===== src/rtl/csi2_tx_frame_sequencer_pkg.sv =====
// Shared CSI-2 transmit definitions: sequencer states, packet data types and
// the frame-number wrap rule.
package csi2_pkg;

    typedef enum logic [2:0] {
        ST_IDLE,
        ST_CLK_PRE,
        ST_FS_REQ,
        ST_GAP,
        ST_LINE_REQ,
        ST_PAYLOAD,
        ST_FE_REQ,
        ST_CLK_POST
    } state_t;

    localparam logic [5:0] DT_FS       = 6'h00;
    localparam logic [5:0] DT_FE       = 6'h01;
    localparam logic [5:0] DT_YUV422_8 = 6'h1E;
    localparam logic [5:0] DT_RAW8     = 6'h2A;

    // Frame number 0 is reserved, so the count wraps back to 1.
    function automatic logic [15:0] next_frame_num(input logic [15:0] cur);
        return (cur == 16'hFFFF) ? 16'h0001 : cur + 16'h0001;
    endfunction

endpackage


===== src/rtl/csi2_tx_frame_sequencer_if.sv =====
// Packet-control and payload handshake between the frame sequencer and tx_dphy.
interface csi2_tx_frame_sequencer_if;

    logic       d_hs_rdy_i;
    logic       ld_pyld_i;
    logic       clk_hs_en_o;
    logic       d_hs_en_o;
    logic       sp_en_o;
    logic       lp_en_o;
    logic       byte_data_en_o;
    logic [5:0] dt_o;
    logic [1:0] vc_o;
    logic [15:0] wc_o;

    modport master (
        input  d_hs_rdy_i, ld_pyld_i,
        output clk_hs_en_o, d_hs_en_o, sp_en_o, lp_en_o, byte_data_en_o,
               dt_o, vc_o, wc_o
    );

    modport slave (
        output d_hs_rdy_i, ld_pyld_i,
        input  clk_hs_en_o, d_hs_en_o, sp_en_o, lp_en_o, byte_data_en_o,
               dt_o, vc_o, wc_o
    );

endinterface


===== src/rtl/csi2_tx_frame_sequencer_gap_timer.sv =====
// Loadable down-counter; a load of N-1 keeps done low for N-1 cycles, so the
// owning state lasts exactly N cycles.
module csi2_gap_timer #(
    parameter int unsigned WIDTH = 8
) (
    input  logic             clk,
    input  logic             rst,
    input  logic             load,
    input  logic [WIDTH-1:0] load_val,
    output logic             done
);

    logic [WIDTH-1:0] cnt;

    always_ff @(posedge clk) begin
        if (rst) begin
            cnt <= '0;
        end else if (load) begin
            cnt <= load_val;
        end else if (cnt != '0) begin
            cnt <= cnt - WIDTH'(1);
        end
    end

    assign done = (cnt == '0);

endmodule


===== src/rtl/csi2_tx_frame_sequencer.sv =====
// Sequences one CSI-2 frame (clock start, FS, NUM_LINES long packets, FE,
// clock stop) into the tx_dphy packet interface.
module csi2_tx_frame_sequencer
    import csi2_pkg::*;
#(
    parameter int unsigned NUM_LINES  = 480,
    parameter int unsigned LINE_WC    = 1280,
    parameter logic [5:0]  DT_PIXEL   = DT_YUV422_8,
    parameter logic [1:0]  VC         = 2'd0,
    parameter int unsigned T_CLK_PRE  = 16,
    parameter int unsigned T_CLK_POST = 16,
    parameter int unsigned T_GAP      = 32
) (
    input  logic                         byte_clk_i,
    input  logic                         rst_i,
    input  logic                         start_i,
    input  logic                         tinit_done_i,
    csi2_tx_frame_sequencer_if.master    pkt,
    output logic [11:0]                  line_o,
    output logic                         busy_o,
    output logic                         frame_done_o
);

    localparam int unsigned WORDS = LINE_WC / 8;
    localparam int unsigned WCW   = (WORDS > 1) ? $clog2(WORDS) : 1;
    localparam int unsigned T_MAX_A = (T_CLK_PRE > T_CLK_POST) ? T_CLK_PRE : T_CLK_POST;
    localparam int unsigned T_MAX   = (T_MAX_A > T_GAP) ? T_MAX_A : T_GAP;
    localparam int unsigned TW      = (T_MAX > 1) ? $clog2(T_MAX) : 1;

    state_t          state;
    logic            start_pending;
    logic            after_fs;
    logic [WCW-1:0]  word_cnt;
    logic [15:0]     frame_cnt;
    logic [15:0]     frame_cnt_next;

    logic            launch;
    logic            last_word;
    logic            timer_load;
    logic [TW-1:0]   timer_val;
    logic            timer_done;

    csi2_gap_timer #(.WIDTH(TW)) u_timer (
        .clk      (byte_clk_i),
        .rst      (rst_i),
        .load     (timer_load),
        .load_val (timer_val),
        .done     (timer_done)
    );

    // Timer is loaded on the transition into each timed state so that its
    // first count lines up with the state's first cycle.
    always_comb begin
        launch         = tinit_done_i && (start_i || start_pending);
        last_word      = pkt.ld_pyld_i && (word_cnt == WCW'(WORDS - 1));
        timer_load     = 1'b0;
        timer_val      = '0;
        frame_cnt_next = frame_cnt;
        case (state)
            ST_IDLE: if (launch) begin
                timer_load = 1'b1;
                timer_val  = TW'(T_CLK_PRE - 1);
            end
            ST_FS_REQ: if (pkt.d_hs_rdy_i) begin
                timer_load = 1'b1;
                timer_val  = TW'(T_GAP - 1);
            end
            ST_PAYLOAD: if (last_word) begin
                timer_load = 1'b1;
                timer_val  = TW'(T_GAP - 1);
            end
            ST_FE_REQ: if (pkt.d_hs_rdy_i) begin
                timer_load = 1'b1;
                timer_val  = TW'(T_CLK_POST - 1);
            end
            ST_CLK_POST: if (timer_done) begin
                frame_cnt_next = next_frame_num(frame_cnt);
            end
            default: ;
        endcase
    end

    assign pkt.byte_data_en_o = (state == ST_PAYLOAD) && pkt.ld_pyld_i;

    always_ff @(posedge byte_clk_i) begin
        if (rst_i) begin
            state           <= ST_IDLE;
            start_pending   <= 1'b0;
            after_fs        <= 1'b0;
            word_cnt        <= '0;
            frame_cnt       <= 16'h0001;
            pkt.clk_hs_en_o <= 1'b0;
            pkt.d_hs_en_o   <= 1'b0;
            pkt.sp_en_o     <= 1'b0;
            pkt.lp_en_o     <= 1'b0;
            pkt.dt_o        <= '0;
            pkt.vc_o        <= VC;
            pkt.wc_o        <= '0;
            line_o          <= '0;
            busy_o          <= 1'b0;
            frame_done_o    <= 1'b0;
        end else begin
            frame_cnt    <= frame_cnt_next;
            frame_done_o <= 1'b0;
            pkt.vc_o     <= VC;
            case (state)
                ST_IDLE: begin
                    if (launch) begin
                        state           <= ST_CLK_PRE;
                        start_pending   <= 1'b0;
                        pkt.clk_hs_en_o <= 1'b1;
                        busy_o          <= 1'b1;
                        line_o          <= '0;
                    end else if (start_i) begin
                        start_pending <= 1'b1;
                    end
                end
                ST_CLK_PRE: if (timer_done) begin
                    state         <= ST_FS_REQ;
                    pkt.d_hs_en_o <= 1'b1;
                    pkt.sp_en_o   <= 1'b1;
                    pkt.dt_o      <= DT_FS;
                    pkt.wc_o      <= frame_cnt;
                end
                ST_FS_REQ: if (pkt.d_hs_rdy_i) begin
                    state         <= ST_GAP;
                    after_fs      <= 1'b1;
                    pkt.d_hs_en_o <= 1'b0;
                    pkt.sp_en_o   <= 1'b0;
                end
                ST_GAP: if (timer_done) begin
                    if (!after_fs) begin
                        line_o <= line_o + 12'd1;
                    end
                    after_fs <= 1'b0;
                    if (!after_fs && (line_o == 12'(NUM_LINES - 1))) begin
                        state         <= ST_FE_REQ;
                        pkt.d_hs_en_o <= 1'b1;
                        pkt.sp_en_o   <= 1'b1;
                        pkt.dt_o      <= DT_FE;
                        pkt.wc_o      <= frame_cnt;
                    end else begin
                        state         <= ST_LINE_REQ;
                        pkt.d_hs_en_o <= 1'b1;
                        pkt.lp_en_o   <= 1'b1;
                        pkt.dt_o      <= DT_PIXEL;
                        pkt.wc_o      <= 16'(LINE_WC);
                    end
                end
                ST_LINE_REQ: if (pkt.d_hs_rdy_i) begin
                    state         <= ST_PAYLOAD;
                    word_cnt      <= '0;
                    pkt.d_hs_en_o <= 1'b0;
                    pkt.lp_en_o   <= 1'b0;
                end
                ST_PAYLOAD: if (pkt.ld_pyld_i) begin
                    word_cnt <= word_cnt + WCW'(1);
                    if (last_word) begin
                        state <= ST_GAP;
                    end
                end
                ST_FE_REQ: if (pkt.d_hs_rdy_i) begin
                    state         <= ST_CLK_POST;
                    pkt.d_hs_en_o <= 1'b0;
                    pkt.sp_en_o   <= 1'b0;
                end
                ST_CLK_POST: if (timer_done) begin
                    state           <= ST_IDLE;
                    pkt.clk_hs_en_o <= 1'b0;
                    busy_o          <= 1'b0;
                    frame_done_o    <= 1'b1;
                end
                default: state <= ST_IDLE;
            endcase
        end
    end

endmodule


===== src/flat_wrapper.sv =====
// flat-port wrapper written by rule: the top's interface ports become plain ports
module csi2_tx_frame_sequencer_flat import csi2_pkg::*;
#(
    parameter int unsigned NUM_LINES  = 480,
    parameter int unsigned LINE_WC    = 1280,
    parameter logic [5:0]  DT_PIXEL   = DT_YUV422_8,
    parameter logic [1:0]  VC         = 2'd0,
    parameter int unsigned T_CLK_PRE  = 16,
    parameter int unsigned T_CLK_POST = 16,
    parameter int unsigned T_GAP      = 32
)
  (byte_clk_i, rst_i, start_i, tinit_done_i, line_o, busy_o, frame_done_o, pkt_d_hs_rdy_i, pkt_ld_pyld_i, pkt_clk_hs_en_o, pkt_d_hs_en_o, pkt_sp_en_o, pkt_lp_en_o, pkt_byte_data_en_o, pkt_dt_o, pkt_vc_o, pkt_wc_o);
  csi2_tx_frame_sequencer_if pkt_i ();
  input  logic byte_clk_i;
  input  logic rst_i;
  input  logic start_i;
  input  logic tinit_done_i;
  output logic [11:0] line_o;
  output logic busy_o;
  output logic frame_done_o;
  input wire logic [$bits(pkt_i.d_hs_rdy_i)-1:0] pkt_d_hs_rdy_i;
  input wire logic [$bits(pkt_i.ld_pyld_i)-1:0] pkt_ld_pyld_i;
  output wire logic [$bits(pkt_i.clk_hs_en_o)-1:0] pkt_clk_hs_en_o;
  output wire logic [$bits(pkt_i.d_hs_en_o)-1:0] pkt_d_hs_en_o;
  output wire logic [$bits(pkt_i.sp_en_o)-1:0] pkt_sp_en_o;
  output wire logic [$bits(pkt_i.lp_en_o)-1:0] pkt_lp_en_o;
  output wire logic [$bits(pkt_i.byte_data_en_o)-1:0] pkt_byte_data_en_o;
  output wire logic [$bits(pkt_i.dt_o)-1:0] pkt_dt_o;
  output wire logic [$bits(pkt_i.vc_o)-1:0] pkt_vc_o;
  output wire logic [$bits(pkt_i.wc_o)-1:0] pkt_wc_o;
  assign pkt_i.d_hs_rdy_i = pkt_d_hs_rdy_i;
  assign pkt_i.ld_pyld_i = pkt_ld_pyld_i;
  assign pkt_clk_hs_en_o = pkt_i.clk_hs_en_o;
  assign pkt_d_hs_en_o = pkt_i.d_hs_en_o;
  assign pkt_sp_en_o = pkt_i.sp_en_o;
  assign pkt_lp_en_o = pkt_i.lp_en_o;
  assign pkt_byte_data_en_o = pkt_i.byte_data_en_o;
  assign pkt_dt_o = pkt_i.dt_o;
  assign pkt_vc_o = pkt_i.vc_o;
  assign pkt_wc_o = pkt_i.wc_o;
  csi2_tx_frame_sequencer #(.NUM_LINES(NUM_LINES), .LINE_WC(LINE_WC), .DT_PIXEL(DT_PIXEL), .VC(VC), .T_CLK_PRE(T_CLK_PRE), .T_CLK_POST(T_CLK_POST), .T_GAP(T_GAP)) u_core (.byte_clk_i(byte_clk_i), .rst_i(rst_i), .start_i(start_i), .tinit_done_i(tinit_done_i), .pkt(pkt_i), .line_o(line_o), .busy_o(busy_o), .frame_done_o(frame_done_o));
endmodule

===== config.mk =====
export PLATFORM = sky130hd
export DESIGN_NAME = csi2_tx_frame_sequencer_flat
export DESIGN_NICKNAME = d
export VERILOG_FILES = /design/src/rtl/csi2_tx_frame_sequencer_pkg.sv /design/src/rtl/csi2_tx_frame_sequencer_if.sv /design/src/rtl/csi2_tx_frame_sequencer_gap_timer.sv /design/src/rtl/csi2_tx_frame_sequencer.sv /design/src/flat_wrapper.sv
export SDC_FILE = /design/constraint.sdc
export NUM_CORES = 1
export LEC_CHECK = 0
export ABC_AREA = 1
export BUFFER_PORTS_ARGS = -buffer_cell sky130_fd_sc_hd__clkbuf_2
export CORE_MARGIN = 2
export CORE_UTILIZATION = 56
export CTS_CLUSTER_SIZE = 25
export DETAILED_ROUTE_END_ITERATION = 8
export GPL_TIMING_DRIVEN = 0
export PLACE_DENSITY = 0.85
export REMOVE_ABC_BUFFERS = 1
export SLEW_MARGIN = 20
export SYNTH_ARGS = -nofsm -noshare
export SYNTH_HDL_FRONTEND = slang
export SYNTH_SLANG_ARGS = --single-unit

===== constraint.sdc =====
create_clock -name byte_clk_i -period 3.8 [get_ports byte_clk_i]
set_input_delay 0.57 -clock byte_clk_i [delete_from_list [all_inputs] [get_ports byte_clk_i]]
set_output_delay 0.57 -clock byte_clk_i [all_outputs]
set_load 0.1 [all_outputs]

* Word level (Yosys, flattened, before mapping)
Cells that the tools add are included.
** Storage, ports and cells
- Bits in registers :: 73
- Input bits :: 6
- Logic and storage cells :: 133
** Cells by class
- Add/sub/neg operators :: 4
- Equal/unequal tests :: 25
- Mux-type cells :: 55
- Bitwise gates (word level) :: 1
- Reductions and logical operators :: 34
** Operators with widths (number)
- two-way mux 16 bit :: 4
- two-way mux 12 bit :: 3
- case mux 16 bit (2 select lines) :: 1
- two-way mux 3 bit :: 9
- two-way mux 5 bit :: 5
- case mux 12 bit (2 select lines) :: 1
- case mux 3 bit (8 select lines) :: 1
- case mux 5 bit (4 select lines) :: 1
- inequality test 2 x 1 -> 1 bit, second input constant :: 9
- nonzero test 2 bit :: 9
- adder 16 x 1 -> 16 bit, second input constant :: 1
- == test 16 bit, second input constant :: 1
- two-way mux 8 bit :: 2
- case mux 8 bit (2 select lines) :: 1
- two-way mux 1 bit :: 15
- AND reduction 3 bit :: 5
- adder 12 x 1 -> 12 bit, second input constant :: 1
- == test 12 x 9 -> 1 bit, second input constant :: 1
- == test 3 bit, second input constant :: 4
- two-way mux 6 bit :: 2
- inequality test 2 bit, second input constant :: 6
- case mux 6 bit (2 select lines) :: 1
- AND reduction 9 bit :: 1
- adder 8 x 1 -> 8 bit, second input constant :: 1
- other kinds (21) :: 34

* Longest topological paths before layout
- Depth in word-level cells :: 5
- Mapped depth :: 11
- Depth with buffers taken out :: 10

* Hierarchy
A second synthesis with hierarchy kept.
** Second synthesis, totals
- Cells, all modules :: 507
- Area, all modules :: 3438.3 um^2
** Modules (own cells, without submodules)
- csi2_tx_frame_sequencer :: instances 1, cells an instance 465, area each 3148.0 um^2, seq. area each 1281.2 um^2
- csi2_gap_timer :: instances 1, cells an instance 42, area each 290.3 um^2, seq. area each 100.1 um^2

* Worst setup path before layout
Ideal clock, no wire load.
- Kind :: register to register
- From :: register u_core.line_o[0]
- To :: register u_core.pkt.wc_o[6] in the netlist's numbering
- Library setup time :: 71 ps
- Data arrival time :: 2228 ps
- Data required time :: 3729 ps
- Setup slack :: 1501 ps
- Stages on the path, launching flop included :: 9
- Path buffers :: 1
- Clock period less this slack :: 2299 ps
- Cell sequence :: dfxtp_1 > ha_1 > nand2_1 > nor2_1 > nand3_2 > nand2_4 > buf_8 > nand2_1 > a21oi_1
** Between the ends
- Cells in the longest elaborated chain, start to end :: 5
** Ends and longest elaborated chain
- start: declaration :: line csi2_tx_frame_sequencer.sv:19 : output logic [11:0] line_o,
- start signal: assignment :: line csi2_tx_frame_sequencer.sv:133 : line_o <= line_o + 12'd1;
- == test 12 x 9 -> 1 bit :: line csi2_tx_frame_sequencer.sv:136 : if (!after_fs && (line_o == 12'(NUM_LINES - 1))) begin
- logical AND 1 bit :: line csi2_tx_frame_sequencer.sv:136
- two-way mux 16 bit :: line csi2_tx_frame_sequencer.sv:136
- two-way mux 16 bit :: line csi2_tx_frame_sequencer.sv:131 : ST_GAP: if (timer_done) begin
- case mux 16 bit (2 select lines) :: line csi2_tx_frame_sequencer.sv:106 : case (state)
- end signal: assignment :: line csi2_tx_frame_sequencer.sv:123 : pkt.wc_o <= frame_cnt;
- end signal: assignment :: line csi2_tx_frame_sequencer.sv:141 : pkt.wc_o <= frame_cnt;
- end signal: assignment :: line csi2_tx_frame_sequencer.sv:147 : pkt.wc_o <= 16'(LINE_WC);
- end: declaration :: line csi2_tx_frame_sequencer_if.sv:18 : dt_o, vc_o, wc_o
No other way between the ends. The select of a mux whose other input is x is not followed.
A chain may end at the register's enable or synchronous reset.

* Worst setup path in the final report
- From :: register u_core.state[0]
- To :: output pkt_byte_data_en_o
** Between the ends
- Cells in the longest elaborated chain, start to end :: 2
** Ends and longest elaborated chain
- start: declaration :: line csi2_tx_frame_sequencer.sv:30 : state_t state;
- start signal: assignment :: line csi2_tx_frame_sequencer.sv:87 : state <= ST_IDLE;
- start signal: assignment :: line csi2_tx_frame_sequencer.sv:109 : state <= ST_CLK_PRE;
- start signal: assignment :: line csi2_tx_frame_sequencer.sv:119 : state <= ST_FS_REQ;
- == test 3 bit :: line csi2_tx_frame_sequencer.sv:83 : assign pkt.byte_data_en_o = (state == ST_PAYLOAD) && pkt.ld_pyld_i;
- logical AND 1 bit :: line csi2_tx_frame_sequencer.sv:83
- end: declaration :: line flat_wrapper.sv:27 : output wire logic [$bits(pkt_i.byte_data_en_o)-1:0] pkt_byte_data_en_o;
No other way between the ends.

==> metrics.txt <==
clk sinks=69; post-route cell area=4060 sq um; most frequent cells in the layout=nand2_1, nor2_1, dfxtp_1, inv_1, a21oi_1; drt pass-1 iters=4; worst setup path start=u_core.state[0]$_SDFFE_PP0P_; TritonCTS clock tree=built; Crit. End Element=primary output; # fillers=573; flops & latches, synth=between 60 and 70; # Post-CTS Setup Buffers=0; Syn Area/Cell=between 6 and 7 sq um; Setup CP Type=flip-flop to primary output; vias in the first global route=3230; Final ANT Viol Nets=0; Lkg Pwr=around 1.7 nW; diode count=0; num ports=49; final-report setup violation count=0; Slew @ Worst Pin=0.931 ns; fraction of registers with async set or reset after synthesis=0; Synth Warn #=0; Slew HR=0.378; area grow syn2layout=10.5%; Fmax=between 300 and 400 MHz; placed cell area=3840 sq um; Die Footprint=7230 sq um; die height=around 85 microns; total track usage=0.234; crit start category=flip-flop; routed vias=3509; CTS Buf Count=9; Clk Latency, worst-skew pair=0.35 ns; clock-pin slew on the worst setup and hold paths=0.07 ns; # DRC=0; core area=6350 sq um; fin crit share=0.663; Post-synth EDFFs=0; CP Max Fanout=8; Power Total=2.72 mW; Critical Path RT=3.23 ns; worst flop-to-flop path startpoint=u_core.state[0]$_SDFFE_PP0P_; Synth Flop Type=dfxtp_1; status=completed; Post-CTS Hold Fix Bufs=0; DR vias/cell=5.39; layout cells sized above 1=0.169; DPL Wire Length=5550 microns; Port Buffers=45; min Tclk post-route=2.52 ns; nets=~580; Max rail drop VDD=0.391 mV; Rows=29; RSZ-0062 raised after global routing=no; Syn Inst Count=534; synthesized area=3680 sq um; final hold vios=0; register area share after synthesis=0.376; largest net degree at the start of global routing=36; first-pass GRT wire length=13900 microns; DIE WIDTH=~85 microns; Starting Density=0.579; placed cells=635; clk root buf=clkbuf_8; commonest non-fill, non-tap cell in the layout=nand2_1; clk_skew=0.00515 ns; final non-filler cell total=approximately 650; worst hold-check path type=flip-flop to flip-flop; Routability Congestion=~0.88; number of antenna violations at the first check in global routing=0; PD cells=669 nW/um^2; post-synthesis cell type count=39; total wire length=8070 microns; Initial DRC Count=189; hold_sp=u_core.pkt.sp_en_o$_SDFFE_PP0P_; Final Slew Violations=0; drt wl/cell=12.4 microns; htree depth=3; critical path arrival=1.95 ns; Total Neg Setup Slack=0 ns; Clock Tree Buf Depth=2; grt total ovfl=0; Max Cap Viol=0; # resized after CTS=0
flip-flops by register name, indices dropped and copies added (netlist names), 2 cells and up:
register and cells:
u_core.frame_cnt 16, u_core.line_o 12, u_core.pkt.dt_o 2, u_core.pkt.wc_o 16
u_core.state 3, u_core.u_timer.cnt 5, u_core.word_cnt 8
cell families (layout without fill, tap and decap cells):
family / Yosys count / in the layout / synth area share
flops: 69 / 69 / 0.376
simple gates: 272 / 272 / 0.345
xor+xnor: 7 / 7 / 0.0167
compound gates: 98 / 98 / 0.141
other cells: 1 / 3 / 0.00102
buf+inv: 83 / 121 / 0.108
fa+ha+maj: 4 / 4 / 0.0136
metrics by stage:
step                setup WS [ns]  hold WS [ns]   util
floorplan                   0.373         0.433      -
global placement             1.32         0.439  0.605
detailed placement           1.26         0.451  0.605
CTS                          1.28         0.461  0.640
global route                 1.14         0.482  0.640
finish                       1.28         0.453  0.640
worst paths after layout:
kind	endpoint	slack, ns	depth (start not counted)
worst max register to register	u_core.line_o[0]$_SDFFE_PP0P_	1.53	7
worst min-delay path	u_core.pkt.sp_en_o$_SDFFE_PP0P_	0.45	2
worst max-delay path	pkt_byte_data_en_o	1.28	5
worst min register to register	u_core.pkt.sp_en_o$_SDFFE_PP0P_	0.45	2
final cells by class:
type                            instances  area [sq um]  share of cell area
Clock buffer                           12           155              0.0382
Clock inverter                          4          70.1              0.0172
Inverter                               60           228              0.0560
Multi-Input combinational cell        384          1910               0.470
Sequential cell                        69          1380               0.340
Tap cell                               77          96.3              0.0237
Timing Repair Buffer                   45           225              0.0554
worst max-delay path, cell delays in order, from the launching register on:
cell      delay [ns]
dfxtp_1         0.55
nand2_2         0.11
nor2_1          0.19
nand2_1         0.14
inv_1           0.14
clkbuf_2        0.47
metal layers:
| layer | routed length (microns) | track usage | share of wire | up-vias |
|---|---|---|---|---|
| met2 | 3960 | 0.401 | 0.49 | 78 |
| met5 | 0 | 0 | 0 | - |
| met3 | 363 | 0.0311 | 0.045 | 13 |
| met1 | 3630 | 0.286 | 0.45 | 1628 |
| li1 | - | - | - | 1790 |
| met4 | 119 | 0.123 | 0.015 | 0 |
synth_stat cells, drive strengths merged, types with 6 or more instances:
master | count | area share
nand2 | 122 | 0.13
nor2 | 88 | 0.11
dfxtp | 69 | 0.38
inv | 59 | 0.061
a21oi | 51 | 0.070
nand3 | 36 | 0.057
o21ai | 36 | 0.049
buf | 17 | 0.039
nand4 | 13 | 0.022
xor2 | 7 | 0.017
clkbuf | 6 | 0.0061
nor3 | 6 | 0.0095
power breakdown:
part           leakage (nW)  switching, mW  internal [mW]
registers             0.559         0.0729          0.823
logic                  1.03          0.922          0.217
clock network         0.116          0.278          0.404
total                  1.70           1.27           1.44
Power figures use the tool's default switching activity.
